$ cat src/rtl/elevator_scheduler_if.sv
// Request/status bundle between the elevator scheduler (slave) and whatever drives it (master).
interface elevator_scheduler_if #(
    parameter int FLOORS = 3
);
    logic [FLOORS-1:0] req;
    logic              hold;
    logic [FLOORS-1:0] floor;
    logic              door_open;
    logic              moving_up;
    logic              moving_down;
    logic [FLOORS-1:0] pending;

    modport master (output req, hold,
                    input  floor, door_open, moving_up, moving_down, pending);
    modport slave  (input  req, hold,
                    output floor, door_open, moving_up, moving_down, pending);
endinterface

$ cat src/rtl/elevator_scheduler.sv
// Single-car SCAN elevator sequencer: sticky request mask, travel/door timing, one-hot position.
// Optional emergency stop input is compiled in when ELEVATOR_ESTOP_EN is defined.
module elevator_scheduler #(
    parameter int FLOORS        = 3,
    parameter int TRAVEL_CYCLES = 4,
    parameter int DOOR_CYCLES   = 3
) (
    input  logic clk,
    input  logic reset,
`ifdef ELEVATOR_ESTOP_EN
    input  logic estop,
`endif
    elevator_scheduler_if.slave bus
);
    localparam int MAX_CYCLES = (TRAVEL_CYCLES > DOOR_CYCLES) ? TRAVEL_CYCLES : DOOR_CYCLES;
    localparam int TW = (MAX_CYCLES > 1) ? $clog2(MAX_CYCLES) : 1;
    localparam int PW = $clog2(FLOORS);
    localparam logic [TW-1:0] TRAVEL_LOAD = TW'(TRAVEL_CYCLES - 1);
    localparam logic [TW-1:0] DOOR_LOAD   = TW'(DOOR_CYCLES - 1);
    localparam logic [PW-1:0] TOP_POS     = PW'(FLOORS - 1);

    typedef enum logic [1:0] {IDLE, MOVE, DOOR} state_t;

    state_t            state_reg, state_next;
    logic [PW-1:0]     pos_reg, pos_next, step_pos;
    logic              dir_reg, dir_next;
    logic [TW-1:0]     timer_reg, timer_next;
    logic [FLOORS-1:0] pending_reg, pending_next, clr_mask, eff;
    logic [FLOORS-1:0] above_mask, below_mask, above_step_mask, below_step_mask;
    logic              above, below, above_step, below_step, at_edge;

    // Requests are acted on in the cycle they are sampled, not one cycle later.
    assign eff      = pending_reg | bus.req;
    assign step_pos = dir_reg ? (pos_reg + PW'(1)) : (pos_reg - PW'(1));
    assign at_edge  = dir_reg ? (pos_reg == TOP_POS) : (pos_reg == '0);

    for (genvar gi = 0; gi < FLOORS; gi++) begin : g_floor
        assign above_mask[gi]      = eff[gi] && (gi > int'(pos_reg));
        assign below_mask[gi]      = eff[gi] && (gi < int'(pos_reg));
        assign above_step_mask[gi] = eff[gi] && (gi > int'(step_pos));
        assign below_step_mask[gi] = eff[gi] && (gi < int'(step_pos));
        assign bus.floor[gi]       = (int'(pos_reg) == gi);
    end

    assign above      = |above_mask;
    assign below      = |below_mask;
    assign above_step = |above_step_mask;
    assign below_step = |below_step_mask;

    always_comb begin
        state_next = state_reg;
        pos_next   = pos_reg;
        dir_next   = dir_reg;
        timer_next = timer_reg;
        clr_mask   = '0;
        unique case (state_reg)
            IDLE: begin
                if (eff[pos_reg]) begin
                    state_next        = DOOR;
                    clr_mask[pos_reg] = 1'b1;
                    timer_next        = DOOR_LOAD;
                end else if (above && (dir_reg || !below)) begin
                    state_next = MOVE;
                    dir_next   = 1'b1;
                    timer_next = TRAVEL_LOAD;
                end else if (below) begin
                    state_next = MOVE;
                    dir_next   = 1'b0;
                    timer_next = TRAVEL_LOAD;
                end
            end
            MOVE: begin
                if (timer_reg != '0) begin
                    timer_next = timer_reg - TW'(1);
                end else if (at_edge) begin
                    // Defensive: never step past the shaft ends.
                    state_next = IDLE;
                end else begin
                    pos_next = step_pos;
                    if (eff[step_pos]) begin
                        state_next         = DOOR;
                        clr_mask[step_pos] = 1'b1;
                        timer_next         = DOOR_LOAD;
                    end else if (dir_reg ? above_step : below_step) begin
                        timer_next = TRAVEL_LOAD;
                    end else begin
                        state_next = IDLE;
                    end
                end
            end
            DOOR: begin
                if (eff[pos_reg]) begin
                    clr_mask[pos_reg] = 1'b1;
                    timer_next        = DOOR_LOAD;
                end else if (bus.hold) begin
                    timer_next = DOOR_LOAD;
                end else if (timer_reg != '0) begin
                    timer_next = timer_reg - TW'(1);
                end else if (dir_reg ? above : below) begin
                    state_next = MOVE;
                    timer_next = TRAVEL_LOAD;
                end else if (dir_reg ? below : above) begin
                    state_next = MOVE;
                    dir_next   = ~dir_reg;
                    timer_next = TRAVEL_LOAD;
                end else begin
                    state_next = IDLE;
                end
            end
            default: state_next = IDLE;
        endcase
`ifdef ELEVATOR_ESTOP_EN
        // Emergency stop freezes the car but keeps collecting requests.
        if (estop) begin
            state_next = state_reg;
            pos_next   = pos_reg;
            dir_next   = dir_reg;
            timer_next = timer_reg;
            clr_mask   = '0;
        end
`endif
        pending_next = eff & ~clr_mask;
    end

    always_ff @(posedge clk or negedge reset) begin
        if (!reset) begin
            state_reg   <= IDLE;
            pos_reg     <= '0;
            dir_reg     <= 1'b1;
            timer_reg   <= '0;
            pending_reg <= '0;
        end else begin
            state_reg   <= state_next;
            pos_reg     <= pos_next;
            dir_reg     <= dir_next;
            timer_reg   <= timer_next;
            pending_reg <= pending_next;
        end
    end

    assign bus.door_open = (state_reg == DOOR);
    assign bus.pending   = pending_reg;
`ifdef ELEVATOR_ESTOP_EN
    assign bus.moving_up   = (state_reg == MOVE) && dir_reg && !estop;
    assign bus.moving_down = (state_reg == MOVE) && !dir_reg && !estop;
`else
    assign bus.moving_up   = (state_reg == MOVE) && dir_reg;
    assign bus.moving_down = (state_reg == MOVE) && !dir_reg;
`endif
endmodule
$ cat src/flat_wrapper.sv
// flat-port wrapper written by rule: the top's interface ports become plain ports
module elevator_scheduler_flat 
#(
    parameter int FLOORS        = 3,
    parameter int TRAVEL_CYCLES = 4,
    parameter int DOOR_CYCLES   = 3
)
  (clk, reset, bus_req, bus_hold, bus_floor, bus_door_open, bus_moving_up, bus_moving_down, bus_pending);
  elevator_scheduler_if #(.FLOORS(FLOORS)) bus_i ();
  input  logic clk;
  input  logic reset;
  input wire logic [$bits(bus_i.req)-1:0] bus_req;
  input wire logic [$bits(bus_i.hold)-1:0] bus_hold;
  output wire logic [$bits(bus_i.floor)-1:0] bus_floor;
  output wire logic [$bits(bus_i.door_open)-1:0] bus_door_open;
  output wire logic [$bits(bus_i.moving_up)-1:0] bus_moving_up;
  output wire logic [$bits(bus_i.moving_down)-1:0] bus_moving_down;
  output wire logic [$bits(bus_i.pending)-1:0] bus_pending;
  assign bus_i.req = bus_req;
  assign bus_i.hold = bus_hold;
  assign bus_floor = bus_i.floor;
  assign bus_door_open = bus_i.door_open;
  assign bus_moving_up = bus_i.moving_up;
  assign bus_moving_down = bus_i.moving_down;
  assign bus_pending = bus_i.pending;
  elevator_scheduler #(.FLOORS(FLOORS), .TRAVEL_CYCLES(TRAVEL_CYCLES), .DOOR_CYCLES(DOOR_CYCLES)) u_core (.clk(clk), .reset(reset), .bus(bus_i));
endmodule
$ cat config.mk
export PLATFORM = sky130hd
export DESIGN_NAME = elevator_scheduler_flat
export DESIGN_NICKNAME = d
export VERILOG_FILES = /design/src/rtl/elevator_scheduler_if.sv /design/src/rtl/elevator_scheduler.sv /design/src/flat_wrapper.sv
export SDC_FILE = /design/constraint.sdc
export NUM_CORES = 1
export LEC_CHECK = 0
export CAP_MARGIN = 10
export CORE_UTILIZATION = 55
export CTS_CLUSTER_DIAMETER = 50
export CTS_CLUSTER_SIZE = 24
export DETAILED_ROUTE_END_ITERATION = 10
export GPL_TIMING_DRIVEN = 0
export PLACE_DENSITY = 0.89
export SYNTH_ARGS = -nofsm -noshare
export SYNTH_HDL_FRONTEND = slang
export SYNTH_SLANG_ARGS = --single-unit
$ cat constraint.sdc
create_clock -name clk -period 7.8 [get_ports clk]
set_clock_uncertainty 0.15 [all_clocks]
set_input_delay 1.56 -clock clk [delete_from_list [all_inputs] [get_ports clk]]
set_output_delay 1.56 -clock clk [all_outputs]
set_load 0.01 [all_outputs]
=== Yosys cells after proc, flatten, opt, wreduce, memory -nomap -nowiden ===
Cells that the tools add are included.

* Input bits: 6
* Flip-flop bits (word level): 10
* Output and inout bits: 9
* Word-level logic and storage cells: 132

* Multiplexer cells: 53
* Equality and inequality tests: 18
* Order comparisons: 14
* Bitwise logic cells: 6
* $add $sub $neg: 3
* Reduce and logical (&&, ||, !) cells: 33

{| class="wikitable"
|+ Operators by type and width
! operator !! count
|-
| $mux W2 || 24
|-
| $mux W1 || 17
|-
| $logic_and A1 B1 Y1 || 15
|-
| $mux W3 || 4
|-
| $ne A2 B2 Y1 const B || 6
|-
| $pmux W2 S3 || 2
|-
| $eq A2 B2 Y1 const B || 4
|-
| $lt A1 B2 Y1 const A || 4
|-
| $ne A4 B1 Y1 const B || 2
|-
| $reduce_and A8 Y1 || 1
|-
| $logic_not A2 Y1 || 3
|-
| $lt A2 B3 Y1 const B || 2
|-
| $ne A6 B2 Y1 const B || 1
|-
| $pmux W3 S2 || 1
|-
| $reduce_and A6 Y1 || 1
|-
| $reduce_or A2 Y1 || 3
|-
| $reduce_or A3 Y1 || 2
|-
| $reduce_and A5 Y1 || 1
|-
| $bmux W1 S2 || 2
|-
| $demux W1 S2 || 2
|-
| $ge A2 B1 Y1 const B || 2
|-
| $gt A1 B2 Y1 const A || 2
|-
| $gt A2 B2 Y1 const A || 2
|-
| $lt A2 B2 Y1 const A || 2
|-
| other kinds (17) || 22
|}

=== Depth between registers and ports, before layout ===
* Word-level depth: 12
* Gate-level depth with buffers: 9
* Depth with buffers taken out: 8

=== Worst setup path after synthesis ===
Ideal clock, no wire load.

* Path kind: in2reg
* Start point: in bus_req[0]
* End point: reg u_core.state_reg[0]
* Library setup time: 0.127 ns
* Stages on the path: 6
* Path buffers: 0
* Required time: 7.523 ns
* Arrival time: 3.089 ns
* Path slack: 4.434 ns
* Path through: nor3_1 -> o32ai_2 -> or4_4 -> o21ai_1 -> nand3b_2 -> mux2_1

* Cells in the longest elaborated chain, start to end: 10
* Elaborated cells between the ends (all ways): 30
* Those cells by class: eq/ne (3); mux (18); bitwise (1); reduce/logical (8)

{| class="wikitable"
|+ RTL lines
! item !! RTL line !! RTL
|-
| start, declared || flat_wrapper.sv:12 || <nowiki>input wire logic [$bits(bus_i.req)-1:0] bus_req;</nowiki>
|-
| $or A3 B3 Y3 * || elevator_scheduler.sv:33 || <nowiki>assign eff = pending_reg | bus.req;</nowiki>
|-
| $logic_and A1 B1 Y1 || elevator_scheduler.sv:39 || <nowiki>assign below_mask[gi] = eff[gi] && (gi < int'(pos_reg));</nowiki>
|-
| $reduce_or A3 Y1 || elevator_scheduler.sv:46 || <nowiki>assign below = |below_mask;</nowiki>
|-
| $mux W1 (2 in series) || elevator_scheduler.sv:102 || <nowiki>end else if (dir_reg ? below : above) begin</nowiki>
|-
| $mux W2 || elevator_scheduler.sv:99 || <nowiki>end else if (dir_reg ? above : below) begin</nowiki>
|-
| $mux W2 || elevator_scheduler.sv:97 || <nowiki>end else if (timer_reg != '0) begin</nowiki>
|-
| $mux W2 || elevator_scheduler.sv:95 || <nowiki>end else if (bus.hold) begin</nowiki>
|-
| $mux W2 || elevator_scheduler.sv:92 || <nowiki>if (eff[pos_reg]) begin</nowiki>
|-
| $pmux W2 S3 || elevator_scheduler.sv:56 || <nowiki>unique case (state_reg)</nowiki>
|-
| end signal, assigned || elevator_scheduler.sv:133 || <nowiki>state_reg <= state_next;</nowiki>
|-
| end, declared || elevator_scheduler.sv:24 || <nowiki>state_t state_reg, state_next;</nowiki>
|}

Mark *: on every way between the ends. The rest lies on a longest branch, timed or not. The select of a mux whose other input is x is not followed.
A chain may end at the register's enable or synchronous reset.

=== Worst setup path after layout ===
Ends and elaborated chain as after synthesis.

==> run summary <==
outcome = complete, but fails checks
failing checks = design-rule violations
number of remaining DRC errors = 1
Pwr Total = 533 uW
Worst Tran Pin Value = 0.489 ns
layout cell share with drive strength beyond 1 = 8.40%
Die W = 43.7 um
Most Crowded Layer GR = met2
r2r startpoint = u_core.pos_reg[0]$_DFFE_PN0P_
vias = 956
Final #Nets = 147
vias in the first global route = 934
reg-to-reg slack, setup = 4.69 ns
DR pass1 iterations = 7
initial core utilization = 61.4%
setup TNS = 0 ns
post-synthesis cell type count = 41
syn_nets = 128
top cell type's share of synthesized area = 23.5%
GR Overflow Total = 0
GRT Overall Usage = 29.2%
fin crit share = 48.1%
commonest non-fill, non-tap cell in the layout = nor2_1
Fin. Hold Viols = 0
Max VDD drop = 351 uV
leak pwr = 0.000491 uW
wire length per cell after detailed routing = 15.7 um
achievable frequency = 0.267 GHz
most frequent cells in the layout = nor2_1, clkdlybuf4s50_1, inv_1
Yosys top cell by area = dfrtp_1
1st-iter DRT viols = 36
fin area = 1140 um^2
Antenna diodes = 0
fin util = 73.4%
postcts setup bufs = 0
initial antenna violation count = 0
total die area = 1910 um^2
GPL Wtd Cong = 0.866
post-layout min period = 3.75 ns
reg2reg end = u_core.timer_reg[0]$_DFFE_PN0P_
maxcap violations = 0
HP Class = reg -> reg
CP Class = in -> reg
Worst setup endpoint = u_core.state_reg[0]$_DFFE_PN0P_
TritonCTS clock tree = done
synthesized instance count = 113
Critical path origin = bus_req[0]
CP Max Fanout = 6
Worst-Skew Late Latency = 0.28 ns
R2R depth = 9
IO buf count = 14
synthesized area per cell = 8.47 um^2
RSZ-0062 raised after global routing = false
Global Route met2 Usage = 42.7%
post-CTS sizing = 0
H-tree lvl count = 1
Final ANT Viol Nets = 0
fillers = 118
# hold bufs at CTS = 0
Final HPWL DP = 1740 um
cts bufs inserted = 3
Routed WL = 2310 um
final setup violation count = 0
placed cell area = 1120 um^2
Clock Path Buffers = 2
global-route wire length before repair = 3940 um
# rows = 14
# IOs = 15
Worst-path clk slew = 0.07 ns
Worst Path Arrival = 3.76 ns
via density per instance = 6.50
Root Driver = clkbuf_4
Pwr per Cell Area = 466 nW/um^2
critical path endpoint category = register
FF+latch count, synth = 10
max reg flops = 3
Post-Syn Area = 957 um^2
met3 usage = 7.08%
CP Launch Type = input port
largest net degree at the start of global routing = 11
synth warn = 0
met1 usage = 37.6%
Worst EP required = 7.81 ns
fin. max-slew vios = 0
area growth from synthesis to layout = 19.5%
top post-synthesis cells by area = dfrtp_1, ha_1, nor2_1
Die H = 43.7 um
core area = 1560 um^2
CTS sink cnt = 10
Slew headroom = 67.3%
register area share after synthesis = 26.3%
how the worst min path moves through the flow:
stage	startpoint	endpoint	cells after the start
after floorplan	u_core.timer_reg[1]$_DFFE_PN0P_	u_core.timer_reg[1]$_DFFE_PN0P_	2
after global placement	u_core.timer_reg[1]$_DFFE_PN0P_	u_core.timer_reg[1]$_DFFE_PN0P_	2
after detailed placement	u_core.timer_reg[1]$_DFFE_PN0P_	u_core.timer_reg[1]$_DFFE_PN0P_	2
after CTS	u_core.timer_reg[1]$_DFFE_PN0P_	u_core.timer_reg[1]$_DFFE_PN0P_	2
after global routing	u_core.timer_reg[1]$_DFFE_PN0P_	u_core.timer_reg[1]$_DFFE_PN0P_	2
final	u_core.timer_reg[1]$_DFFE_PN0P_	u_core.timer_reg[1]$_DFFE_PN0P_	2
final cells by class:
class / count / area (um^2) / area share, %
tap: 16 / 20.0 / 1.75
clock buffer: 4 / 26.3 / 2.30
buffer: 5 / 20.0 / 1.75
sequential: 10 / 251 / 22.0
timing repair buffer: 14 / 140 / 12.3
inverter: 11 / 41.3 / 3.61
multi-input combinational: 87 / 644 / 56.3
report_power, final:
part           internal, uW  leakage [uW]  switching, uW  total [uW]
logic                   173      0.000363            220         393
clock network          19.9     0.0000150           21.0        40.9
registers              76.7      0.000114           22.0        98.8
synth_stat cells:
cell	count
or4_4	1
nand2b_1	2
dfstp_2	1
inv_1	11
o22ai_1	1
o31ai_1	2
o21bai_1	1
nor4_1	1
o221ai_1	1
clkbuf_1	4
buf_2	1
nand4_1	2
nand2_1	6
nor2_1	15
o32ai_2	1
o41ai_1	1
o22a_1	1
o211a_1	1
xor2_1	1
o32a_1	1
nor3b_2	1
a21oi_1	5
o221ai_4	1
nand3b_2	1
nand3_1	1
ha_1	9
nor3_1	3
o21ai_0	5
or2b_1	1
and2_1	1
a31oi_1	3
xnor2_1	2
nor2b_1	2
mux2_1	2
a32oi_1	3
dfrtp_1	9
a2bb2oi_1	2
and3_1	1
mux2_4	1
o21ai_1	2
mux2i_1	3
cell families after synthesis:
| family | share of synthesized area [%] |
|---|---|
| xor gates and xnor gates | 2.75 |
| AOI/OAI and AO/OA | 25.1 |
| and+or+nand+nor | 20.7 |
| adders and majority gates | 11.8 |
| buffers and inverters | 6.40 |
| DFF | 26.3 |
| muxes | 7.06 |
critical path, stage by stage:
cell,delay (ns)
clkdlybuf4s50_1,0.45
nor3_1,0.32
o32ai_2,0.21
or4_4,0.59
o21ai_1,0.13
nand3b_2,0.16
mux2_1,0.34
per-layer routing:
metal	part of all wire, %	up-vias
li1	-	449
met1	43	448
met2	45	50
met3	8.6	9
met4	3.2	0
met5	0	-
through the flow:
step / setup WS, ns / instances / hold slack (ns)
after floorplan: 4.43 / 113 / 0.346
after global placement: 3.86 / 143 / 0.364
after detailed placement: 3.79 / 143 / 0.372
after CTS: 4.08 / 147 / 0.391
after global routing: 3.95 / 147 / 0.418
final: 4.05 / 147 / 0.381
(Power assumes the default switching activity.)
